## config.mk

```make
export PLATFORM = sky130hd
export DESIGN_NAME = lockstep_cmp
export DESIGN_NICKNAME = d
export VERILOG_FILES = /design/src/rtl/lockstep_cmp.sv
export SDC_FILE = /design/constraint.sdc
export NUM_CORES = 1
export LEC_CHECK = 0
export CAP_MARGIN = 20
export CORE_AREA = 3 3 140 142
export CTS_CLUSTER_SIZE = 20
export DETAILED_ROUTE_END_ITERATION = 7
export DIE_AREA = 0 0 143 145
export MAX_ROUTING_LAYER = met4
export SLEW_MARGIN = 40
export SYNTH_ARGS = -nofsm -noshare
export SYNTH_HDL_FRONTEND = slang
export SYNTH_SLANG_ARGS = --single-unit
```

## constraint.sdc

```tcl
create_clock -name clk_i -period 2.1 [get_ports clk_i]
set_input_delay 0.21 -clock clk_i [delete_from_list [all_inputs] [get_ports clk_i]]
set_output_delay 0.21 -clock clk_i [all_outputs]
set_load 0.02 [all_outputs]
```

## src/rtl/lockstep_cmp.sv

```systemverilog
// Lockstep comparator for two time-aligned cores: compares OBI instruction/data requests
// every cycle, counts mismatches, captures the first one and latches a sticky fault.
//
// Request vector layout per core (REQ_W = 78 bits, core 0 in the low half, core 1 in the high half):
//   [77:70] other fields (ignored) | [69] req | [68:37] addr | [36] we | [35:32] be | [31:0] wdata
module lockstep_cmp #(
    parameter int NCYCLES         = 2,
    parameter int CNT_W           = 8,
    parameter int FAULT_THRESHOLD = 1,
    localparam int REQ_W          = 78
) (
    input  logic                 clk_i,
    input  logic                 rst_i,
    input  logic                 enable_i,
    input  logic                 clear_i,
    input  logic [2*REQ_W-1:0]   core_instr_req_i,
    input  logic [2*REQ_W-1:0]   core_data_req_i,
    output logic                 mismatch_o,
    output logic                 fault_o,
    output logic [CNT_W-1:0]     err_cnt_o,
    output logic [1:0]           err_chan_o,
    output logic [31:0]          err_addr_o
);

    localparam int WDATA_LSB = 0;
    localparam int BE_LSB    = 32;
    localparam int WE_BIT    = 36;
    localparam int ADDR_LSB  = 37;
    localparam int REQ_BIT   = 69;

    localparam int ARM_W                = (NCYCLES > 1) ? $clog2(NCYCLES + 1) : 1;
    localparam logic [ARM_W-1:0] ARM_LD = ARM_W'(NCYCLES);
    localparam logic [CNT_W-1:0] CNT_MAX = {CNT_W{1'b1}};
    localparam logic [CNT_W-1:0] THRESH  = CNT_W'(FAULT_THRESHOLD);

    typedef enum logic [1:0] {
        DISABLED = 2'd0,
        ARM      = 2'd1,
        CHECK    = 2'd2,
        FAULT    = 2'd3
    } state_e;

    state_e             state_q;
    logic [ARM_W-1:0]   arm_q;
    logic               mismatch_q;
    logic               fault_q;
    logic [CNT_W-1:0]   err_cnt_q;
    logic [1:0]         err_chan_q;
    logic [31:0]        err_addr_q;

    logic               instr_mm;
    logic               data_mm;
    logic               any_mm;
    logic [CNT_W-1:0]   cnt_inc_d;
    logic [31:0]        cap_addr_d;

    // A channel differs if req differs, or an active request differs in addr/we/be,
    // or an active write differs in wdata. Stalls (gnt low) are still compared.
    function automatic logic chan_mismatch(input logic [REQ_W-1:0] a, input logic [REQ_W-1:0] b);
        logic diff;
        diff = 1'b0;
        if (a[REQ_BIT] != b[REQ_BIT]) begin
            diff = 1'b1;
        end else if (a[REQ_BIT]) begin
            if ((a[ADDR_LSB +: 32] != b[ADDR_LSB +: 32]) || (a[WE_BIT] != b[WE_BIT]) ||
                (a[BE_LSB +: 4] != b[BE_LSB +: 4])) begin
                diff = 1'b1;
            end else if (a[WE_BIT] && (a[WDATA_LSB +: 32] != b[WDATA_LSB +: 32])) begin
                diff = 1'b1;
            end else begin
                diff = 1'b0;
            end
        end else begin
            diff = 1'b0;
        end
        return diff;
    endfunction

    // Per-cycle channel comparison, saturating increment and capture address selection.
    always_comb begin
        instr_mm   = chan_mismatch(core_instr_req_i[REQ_W-1:0], core_instr_req_i[2*REQ_W-1:REQ_W]);
        data_mm    = chan_mismatch(core_data_req_i[REQ_W-1:0], core_data_req_i[2*REQ_W-1:REQ_W]);
        any_mm     = instr_mm | data_mm;
        cnt_inc_d  = (err_cnt_q == CNT_MAX) ? CNT_MAX : (err_cnt_q + CNT_W'(1));
        cap_addr_d = instr_mm ? core_instr_req_i[ADDR_LSB +: 32] : core_data_req_i[ADDR_LSB +: 32];
    end

    // Lockstep FSM with registered outputs; reset beats clear, clear beats any mismatch.
    always_ff @(posedge clk_i) begin
        if (rst_i) begin
            state_q    <= DISABLED;
            arm_q      <= '0;
            mismatch_q <= 1'b0;
            fault_q    <= 1'b0;
            err_cnt_q  <= '0;
            err_chan_q <= 2'b00;
            err_addr_q <= 32'h0000_0000;
        end else if (clear_i) begin
            mismatch_q <= 1'b0;
            fault_q    <= 1'b0;
            err_cnt_q  <= '0;
            err_chan_q <= 2'b00;
            err_addr_q <= 32'h0000_0000;
            arm_q      <= ARM_LD;
            state_q    <= enable_i ? ARM : DISABLED;
        end else begin
            mismatch_q <= 1'b0;
            if (((state_q == CHECK) || (state_q == FAULT)) && any_mm) begin
                mismatch_q <= 1'b1;
                err_cnt_q  <= cnt_inc_d;
                if (err_cnt_q == '0) begin
                    err_chan_q <= {data_mm, instr_mm};
                    err_addr_q <= cap_addr_d;
                end
            end
            case (state_q)
                DISABLED: begin
                    if (enable_i) begin
                        state_q <= ARM;
                        arm_q   <= ARM_LD;
                    end
                end
                ARM: begin
                    if (!enable_i) begin
                        state_q <= DISABLED;
                    end else if (arm_q == '0) begin
                        state_q <= CHECK;
                    end else begin
                        arm_q <= arm_q - ARM_W'(1);
                    end
                end
                CHECK: begin
                    if (any_mm && (cnt_inc_d >= THRESH)) begin
                        state_q <= FAULT;
                        fault_q <= 1'b1;
                    end else if (!enable_i) begin
                        state_q <= DISABLED;
                    end
                end
                FAULT: begin
                    fault_q <= 1'b1;
                end
                default: begin
                    state_q <= DISABLED;
                    fault_q <= 1'b0;
                end
            endcase
        end
    end

    assign mismatch_o = mismatch_q;
    assign fault_o    = fault_q;
    assign err_cnt_o  = err_cnt_q;
    assign err_chan_o = err_chan_q;
    assign err_addr_o = err_addr_q;

endmodule

```

==> results of run 1 <==
[flip-flops by register name, summed over array words and instances (netlist names)]
register / cells
state_q: 2
arm_q: 2
fault_o: 1
err_cnt_o: 8
err_addr_o: 32
err_chan_o: 2
mismatch_o: 1
[worst max-delay path, cell delays in order]
cell	delay [ns]
clkdlybuf4s50_1	0.51
xnor2_2	0.13
buf_4	0.13
nand3_1	0.08
or4_4	0.53
o22ai_4	0.23
a211oi_4	0.14
buf_12	0.18
mux2_4	0.29
nor2_1	0.08
[stage by stage]
stage | setup slack (ns) | TNS (ns) | power (W) | utilization, %
after floorplan | 0.00995 | 0 | 0.00131 | -
after global placement | -0.999 | -41.30 | 0.00213 | 43.4
after detailed placement | -0.974 | -40.84 | 0.00213 | 43.4
after CTS | -0.220 | -8.55 | 0.00296 | 47.1
after global routing | -0.277 | -10.46 | 0.00310 | 50.4
final | -0.195 | -6.76 | 0.00297 | 50.4
[logic make-up (layout without fill, tap and decap cells)]
family                   count (synthesis)  after routing  share of synthesized area [%]
AO/OA/AOI/OAI                           71             71                           13.6
XOR/XNOR                               135            135                           29.9
adder cells (fa/ha/maj)                  7              7                           2.21
buffers and inverters                   34            449                           4.30
flip-flops                              48             48                           24.3
multiplexers                            34             34                           8.72
other                                    0              3                              0
AND/OR/NAND/NOR                        131            131                           17.1
[metal layers]
metal / vias up / global-route usage (%) / share of wire, %
met4: 0 / 5.04 / 1.6
met5: - / - / 0
met1: 2314 / 20.8 / 39
met2: 226 / 33.9 / 53
met3: 21 / 3.53 / 6.9
li1: 2475 / - / -
[power breakdown]
part | internal [W] | switching (W) | total [W]
logic | 0.000768 | 0.000491 | 0.00126
clock network | 0.000433 | 0.000357 | 0.000791
registers | 0.000916 | 0.00000576 | 0.000922
[how the worst min path moves through the flow]
stage / from / to / slack (ns) / cells past startpoint
2_1_floorplan: rst_i / arm_q[1] / 0.28 / 1
3_3_place_gp: fault_o / fault_o / 0.48 / 1
3_5_place_dp: fault_o / fault_o / 0.48 / 1
4_1_cts: core_data_req_i[64] / err_addr_o[27] / 0.29 / 3
5_1_grt: core_data_req_i[39] / err_addr_o[2] / 0.35 / 3
6_report: core_data_req_i[39] / err_addr_o[2] / 0.30 / 3
[placed cells by master, fill, tap and decap left out, types with 3 or more instances in the layout]
| cell | instances |
|---|---|
| nor4_4 | 6 |
| xnor2_1 | 84 |
| buf_6 | 14 |
| ha_1 | 7 |
| buf_2 | 17 |
| mux2i_1 | 31 |
| diode_2 | 3 |
| buf_4 | 77 |
| clkdlybuf4s15_1 | 16 |
| inv_1 | 13 |
| clkbuf_2 | 8 |
| xor2_2 | 9 |
| xor2_1 | 20 |
| dfxtp_1 | 48 |
| clkdlybuf4s50_1 | 162 |
| nand4_1 | 28 |
| nor3_1 | 3 |
| nand2_1 | 8 |
| nor2_2 | 5 |
| xor2_4 | 3 |
| nor2_1 | 22 |
| nand3_1 | 5 |
| nor4_2 | 8 |
| nor4_1 | 3 |
| buf_12 | 9 |
| a211oi_1 | 8 |
| dlymetal6s2s_1 | 57 |
| dlygate4sd2_1 | 62 |
| a211oi_2 | 24 |
| a21oi_1 | 4 |
| xnor2_2 | 19 |
| nor2_4 | 23 |
| clkbuf_16 | 8 |
| and4_1 | 3 |
| o21ai_0 | 5 |
[what timing repair did]
action	4_1_cts	5_1_grt
endpoints found under the setup margin	46	46
buffers inserted	17	4
resized for setup	275	179
hold buffers	0	0
pin swaps	78	72
cloned	5	3
[layout make-up]
class,count,share of cell area [%]
Tap cell,234,3.13
Antenna cell,3,0.0801
Clock buffer,5,1.34
Sequential cell,48,10.3
Clock inverter,2,0.134
Inverter,14,0.561
Timing Repair Buffer,428,45.0
Multi-Input combinational cell,378,39.5
==> flow_metrics.py, run 1 <==
metrics = {
    "status": {
        "status": "finished with violations",
        "violations": "negative setup slack",
    },
    "die": {
        "fp.dieArea_mm2": 0.0207,
        "die_h_um": 145,
        "die_w_um": 143,
        "io_pins": 360,
        "num_rows": 50,
        "core_area_mm2": 0.0186,
        "initial_core_util_pct": 21.3,
    },
    "final_layout": {
        "fin_area_mm2": 0.00937,
        "nNetsFinal": 1198,
        "syn_to_final_growth_pct": 137,
        "fill_cells": 1732,
        "final_cells": 1112,
        "drive_gt1_share_pct": 29.7,
        "multi_input_area_mm2": 0.00370,
        "regArea_um2": 961,
    },
    "synthesis": {
        "synth_most_common_cell": "xnor2_1",
        "synthCells": 460,
        "ys_ff_latch": 48,
        "yosys_most_used_dff": "dfxtp_1",
        "synthTopCellsByCount": "xnor2_1, nor2_1, dfxtp_1, mux2i_1",
        "synth_largest_area_cell": "dfxtp_1",
        "synth_enable_flop_cells": 0,
        "netlist_area_mm2": 0.00396,
        "async_flop_share_pct": 0,
        "yosysSeqAreaShare_pct": 24.3,
        "synthTopCellsByArea": "dfxtp_1, xnor2_1, mux2i_1, xor2_1, a211oi_1",
        "yosysTopAreaCellShare_pct": 24.3,
        "syn-num-nets": 783,
        "avgSynthCellArea_um2": 8.61,
        "ys_types": 47,
        "yosys_warnings": 0,
    },
    "cts": {
        "path_clk_slew_ns": 0.06,
        "cts-root-buf": "clkbuf_16",
        "cts_sinks": 48,
        "clk_path_buf_depth": 2,
        "cts_buffers": 5,
        "cts_htree_levels": 2,
        "clkLatencyLatePin_ns": 0.29,
        "cts_tree": "built",
    },
    "placed_design": {
        "gp_congestion": 0.871,
        "hpwl_mm": 16.7,
        "placed_cell_area_mm2": 0.00806,
        "io_buffers": 327,
        "placed_cells": 1079,
    },
    "job": {
        "maxCapViolCount": 0,
    },
    "pwr": {
        "p_leak_nw": 3.98,
        "power.density_mw_per_mm2": 317,
        "ir_drop_uv": 291,
    },
    "worst_setup_path": {
        "crit_end": "err_chan_o[0]",
        "start_kind": "input port",
        "crit_type": "input port to flip-flop",
        "crit_required_ns": 2.33,
        "reg2reg_setup_slack_ns": 0.03,
        "worstPathArrival_ns": 2.52,
        "r2r_cells": 8,
        "end_kind": "flip-flop",
        "reg2reg_from": "err_cnt_o[0]",
        "worstReg2RegEnd": "state_q[0]",
        "critPathLaunch": "core_data_req_i[122]",
        "crit_fanout": 7,
    },
    "sta": {
        "finalSetupViolCount": 46,
        "grt_setup_unrepaired": "true",
        "slew_violations": 0,
        "maxSlewHeadroom_pct": 64.1,
        "period_minus_slack_ns": 2.30,
        "setup_ws_ns": -0.195,
        "holdWs_ns": 0.302,
        "max_freq_ghz": 0.436,
        "finClkSkew_ns": 0.00462,
        "worstMarginPinSlew_ns": 0.539,
        "finalHoldViolations": 0,
        "period_share_pct": 109,
    },
    "routing": {
        "drc": 0,
        "vias": 5036,
        "drt-initial-drc-count": 186,
        "wire_per_inst_um": 18.8,
        "viasPerCell": 4.53,
        "final_antenna_net_count": 0,
        "routed_wl_mm": 20.9,
        "drt_first_pass_iters": 5,
    },
    "global_route": {
        "grt_max_degree": 27,
        "track_usage_pct": 18.7,
        "grt_pass1_vias": 5248,
        "antenna_found_initial": 3,
        "grt_pass1_wl_mm": 28.9,
        "grt_overflow_total": 0,
    },
    "hold_path": {
        "min_path_type": "input port to flip-flop",
    },
}
(Power assumes the default switching activity.)
==> inputs of run 2 (changes only) <==
--- a/config.mk
+++ b/config.mk
@@ -6,11 +6,12 @@
 export NUM_CORES = 1
 export LEC_CHECK = 0
 export CAP_MARGIN = 20
-export CORE_AREA = 3 3 140 142
+export CORE_AREA = 3 3 137 139
 export CTS_CLUSTER_SIZE = 20
 export DETAILED_ROUTE_END_ITERATION = 7
-export DIE_AREA = 0 0 143 145
+export DIE_AREA = 0 0 140 142
 export MAX_ROUTING_LAYER = met4
+export REMOVE_ABC_BUFFERS = 1
 export SLEW_MARGIN = 40
 export SYNTH_ARGS = -nofsm -noshare
 export SYNTH_HDL_FRONTEND = slang
==> constraint.sdc (replaced) <==
create_clock -name clk_i -period 2.9 [get_ports clk_i]
set_input_delay 0.29 -clock clk_i [delete_from_list [all_inputs] [get_ports clk_i]]
set_output_delay 0.29 -clock clk_i [all_outputs]
set_load 0.02 [all_outputs]
==> run 2 against run 1 <==
- the flow now finishes without violations
- clock skew increased by 0.0016 ns
- final area decreased by 15%
- register-to-register slack improved by 0.73 ns
- combinational power decreased by 36%
- power decreased by 24%
- utilization decreased by 5.6 points
- wire length decreased by 15%
- first-iteration DRC count increased by 6.5%
- via count decreased by 8.3%
- sequential share of layout area increased by 1.8 points
- non-clock buffer count decreased by 66
- critical endpoint is now state_q[1]
- highest routed layer unchanged
==> flow_metrics.py, run 2 (synthesized netlist as in run 1, its figures left out) <==
metrics = {
    "status": {
        "status": "finished, final reports clean",
    },
    "sta": {
        "grt_setup_unrepaired": "true",
        "maxSlewHeadroom_pct": 61.8,
        "slew_violations": 0,
        "period_share_pct": 95.0,
        "finClkSkew_ns": 0.00626,
        "period_minus_slack_ns": 2.76,
        "tns_ns": 0,
        "max_freq_ghz": 0.363,
        "worstMarginPinSlew_ns": 0.572,
        "finalHoldViolations": 0,
        "finalSetupViolCount": 0,
    },
    "job": {
        "maxCapViolCount": 0,
    },
    "placed_design": {
        "gp_congestion": 0.841,
        "hpwl_mm": 15.5,
        "placed_cells": 1031,
        "io_buffers": 327,
    },
    "worst_setup_path": {
        "worst-path-buf-inv": 3,
        "cp_slowest_cell": "or4_4",
        "crit_top_cell": "buf_4",
        "start_kind": "input port",
        "critPathLaunch": "core_data_req_i[38]",
        "path_depth": 11,
        "critPathMaxStageDelay_ns": 0.52,
        "worstPathArrival_ns": 2.92,
        "worst_path_dominant_cell_family": "simple AND/OR/NAND/NOR gates",
        "crit_fanout": 4,
        "reg2reg_from": "err_cnt_o[2]",
        "path_cells": "clkdlybuf4s50_1, xor2_1, nor4_2, buf_4, nand4_1, or4_4, o22ai_4, buf_4, a41oi_1, o2111ai_1, o31ai_1",
        "reg2reg_setup_slack_ns": 0.76,
        "end_kind": "flip-flop",
        "crit_end": "state_q[1]",
        "crit_type": "input port to flip-flop",
        "r2r_cells": 8,
        "worstReg2RegEnd": "state_q[0]",
        "crit_required_ns": 3.06,
    },
    "cts": {
        "clkLatencyLatePin_ns": 0.29,
        "cts_tree": "built",
        "path_clk_slew_ns": 0.07,
        "cts_sinks": 48,
        "clk_path_buf_depth": 2,
        "cts_buffers": 5,
        "postCtsSetupBuffers": 0,
        "cts_htree_levels": 2,
        "cts-root-buf": "clkbuf_16",
    },
    "final_layout": {
        "multi_input_area_mm2": 0.00288,
        "nNetsFinal": 1132,
        "syn_to_final_growth_pct": 101,
        "antenna_cells": 0,
        "largest_reg_flops": 32,
        "regArea_um2": 961,
        "drive_gt1_share_pct": 6.54,
        "mostFrequentLayoutCells": "clkdlybuf4s50_1, xnor2_1, nor2_1, dfxtp_1, mux2i_1",
        "final_common_cell": "clkdlybuf4s50_1",
        "fill_cells": 1752,
        "final_cells": 1039,
        "final_core_util_pct": 44.8,
    },
    "global_route": {
        "grt_pass1_wl_mm": 26.2,
        "grt_max_degree": 45,
        "antenna_found_initial": 0,
        "grt_overflow_total": 0,
        "grt_pass1_vias": 4764,
        "track_usage_pct": 17.4,
    },
    "hold_path": {
        "min_path_type": "flip-flop to flip-flop",
    },
    "routing": {
        "wire_per_inst_um": 17.1,
        "drt-initial-drc-count": 198,
        "viasPerCell": 4.44,
        "final_antenna_net_count": 0,
        "drc": 0,
        "drt_first_pass_iters": 4,
        "routed_wl_mm": 17.7,
        "vias": 4617,
    },
    "die": {
        "initial_core_util_pct": 22.3,
        "num_rows": 49,
        "die_h_um": 142,
        "fp.dieArea_mm2": 0.0199,
        "die_w_um": 140,
        "io_pins": 360,
        "core_area_mm2": 0.0178,
    },
    "pwr": {
        "p_leak_nw": 2.73,
        "ir_drop_uv": 228,
        "power.density_mw_per_mm2": 284,
    },
}
## run 2: cell types whose count changed in the layout (fill, tap and decap cells not counted), moves of 24 or more
cell             before  now
a211oi_1              8   32
a211oi_2             24    0
buf_4                77   29
clkdlybuf4s50_1     162  327
dlygate4sd2_1        62    0
dlymetal6s2s_1       57    0
nor2_1               22   50
## run 2: per-stage QoR
| stage | worst slack, ns | cell area (um^2) | hold WS [ns] | power [W] |
|---|---|---|---|---|
| CTS | 0.0110 | 7960 | 0.491 | 0.00230 |
| global route | -0.0176 | 7970 | 0.510 | 0.00237 |
| global placement | -0.378 | 7750 | 0.469 | 0.00149 |
| floorplan | -2.83 | 3840 | 0.362 | 0.000945 |
| finish | 0.145 | 7970 | 0.490 | 0.00226 |
| detailed placement | -0.376 | 7750 | 0.474 | 0.00150 |
## run 2: timing repair
| action | CTS | global route |
|---|---|---|
| hold buffers | 0 | 0 |
| hold endpoints to repair | 0 | 0 |
| endpoints found under the setup margin | 41 | 37 |
| pin swaps | 0 | 1 |
| gates resized for setup | 2 | 3 |
## run 2: worst min path at each step
stage,start,end,slack [ns],depth (start not counted)
after global routing,fault_o,fault_o,0.51,1
after floorplan,rst_i,arm_q[1],0.36,1
after global placement,fault_o,fault_o,0.47,1
after detailed placement,fault_o,fault_o,0.47,1
after CTS,fault_o,fault_o,0.49,1
final,fault_o,fault_o,0.49,1
## run 2: report_power, final
part	total (W)	switching, W	internal, W
clock	0.000784	0.000286	0.000498
combinational	0.000812	0.000278	0.000535
sequential	0.000666	0.00000333	0.000663
total	0.00226	0.000567	0.00170
## run 2: layer usage
| metal | GRT usage, % | vias up | part of all wire (%) | wire, um |
|---|---|---|---|---|
| met1 | 18.5 | 2028 | 39 | 6930 |
| met3 | 3.97 | 10 | 7.5 | 1320 |
| met4 | 2.45 | 0 | 0.88 | 156 |
| li1 | - | 2351 | - | - |
| met5 | - | - | 0 | 0 |
| met2 | 33.6 | 228 | 53 | 9320 |
## run 2: area by class of cell
cell class,instances,share of cell area [%]
Inverter,14,0.659
Multi-Input combinational cell,378,36.1
Sequential cell,48,12.1
Clock inverter,3,0.863
Timing Repair Buffer,362,45.2
Tap cell,229,3.59
Clock buffer,5,1.57
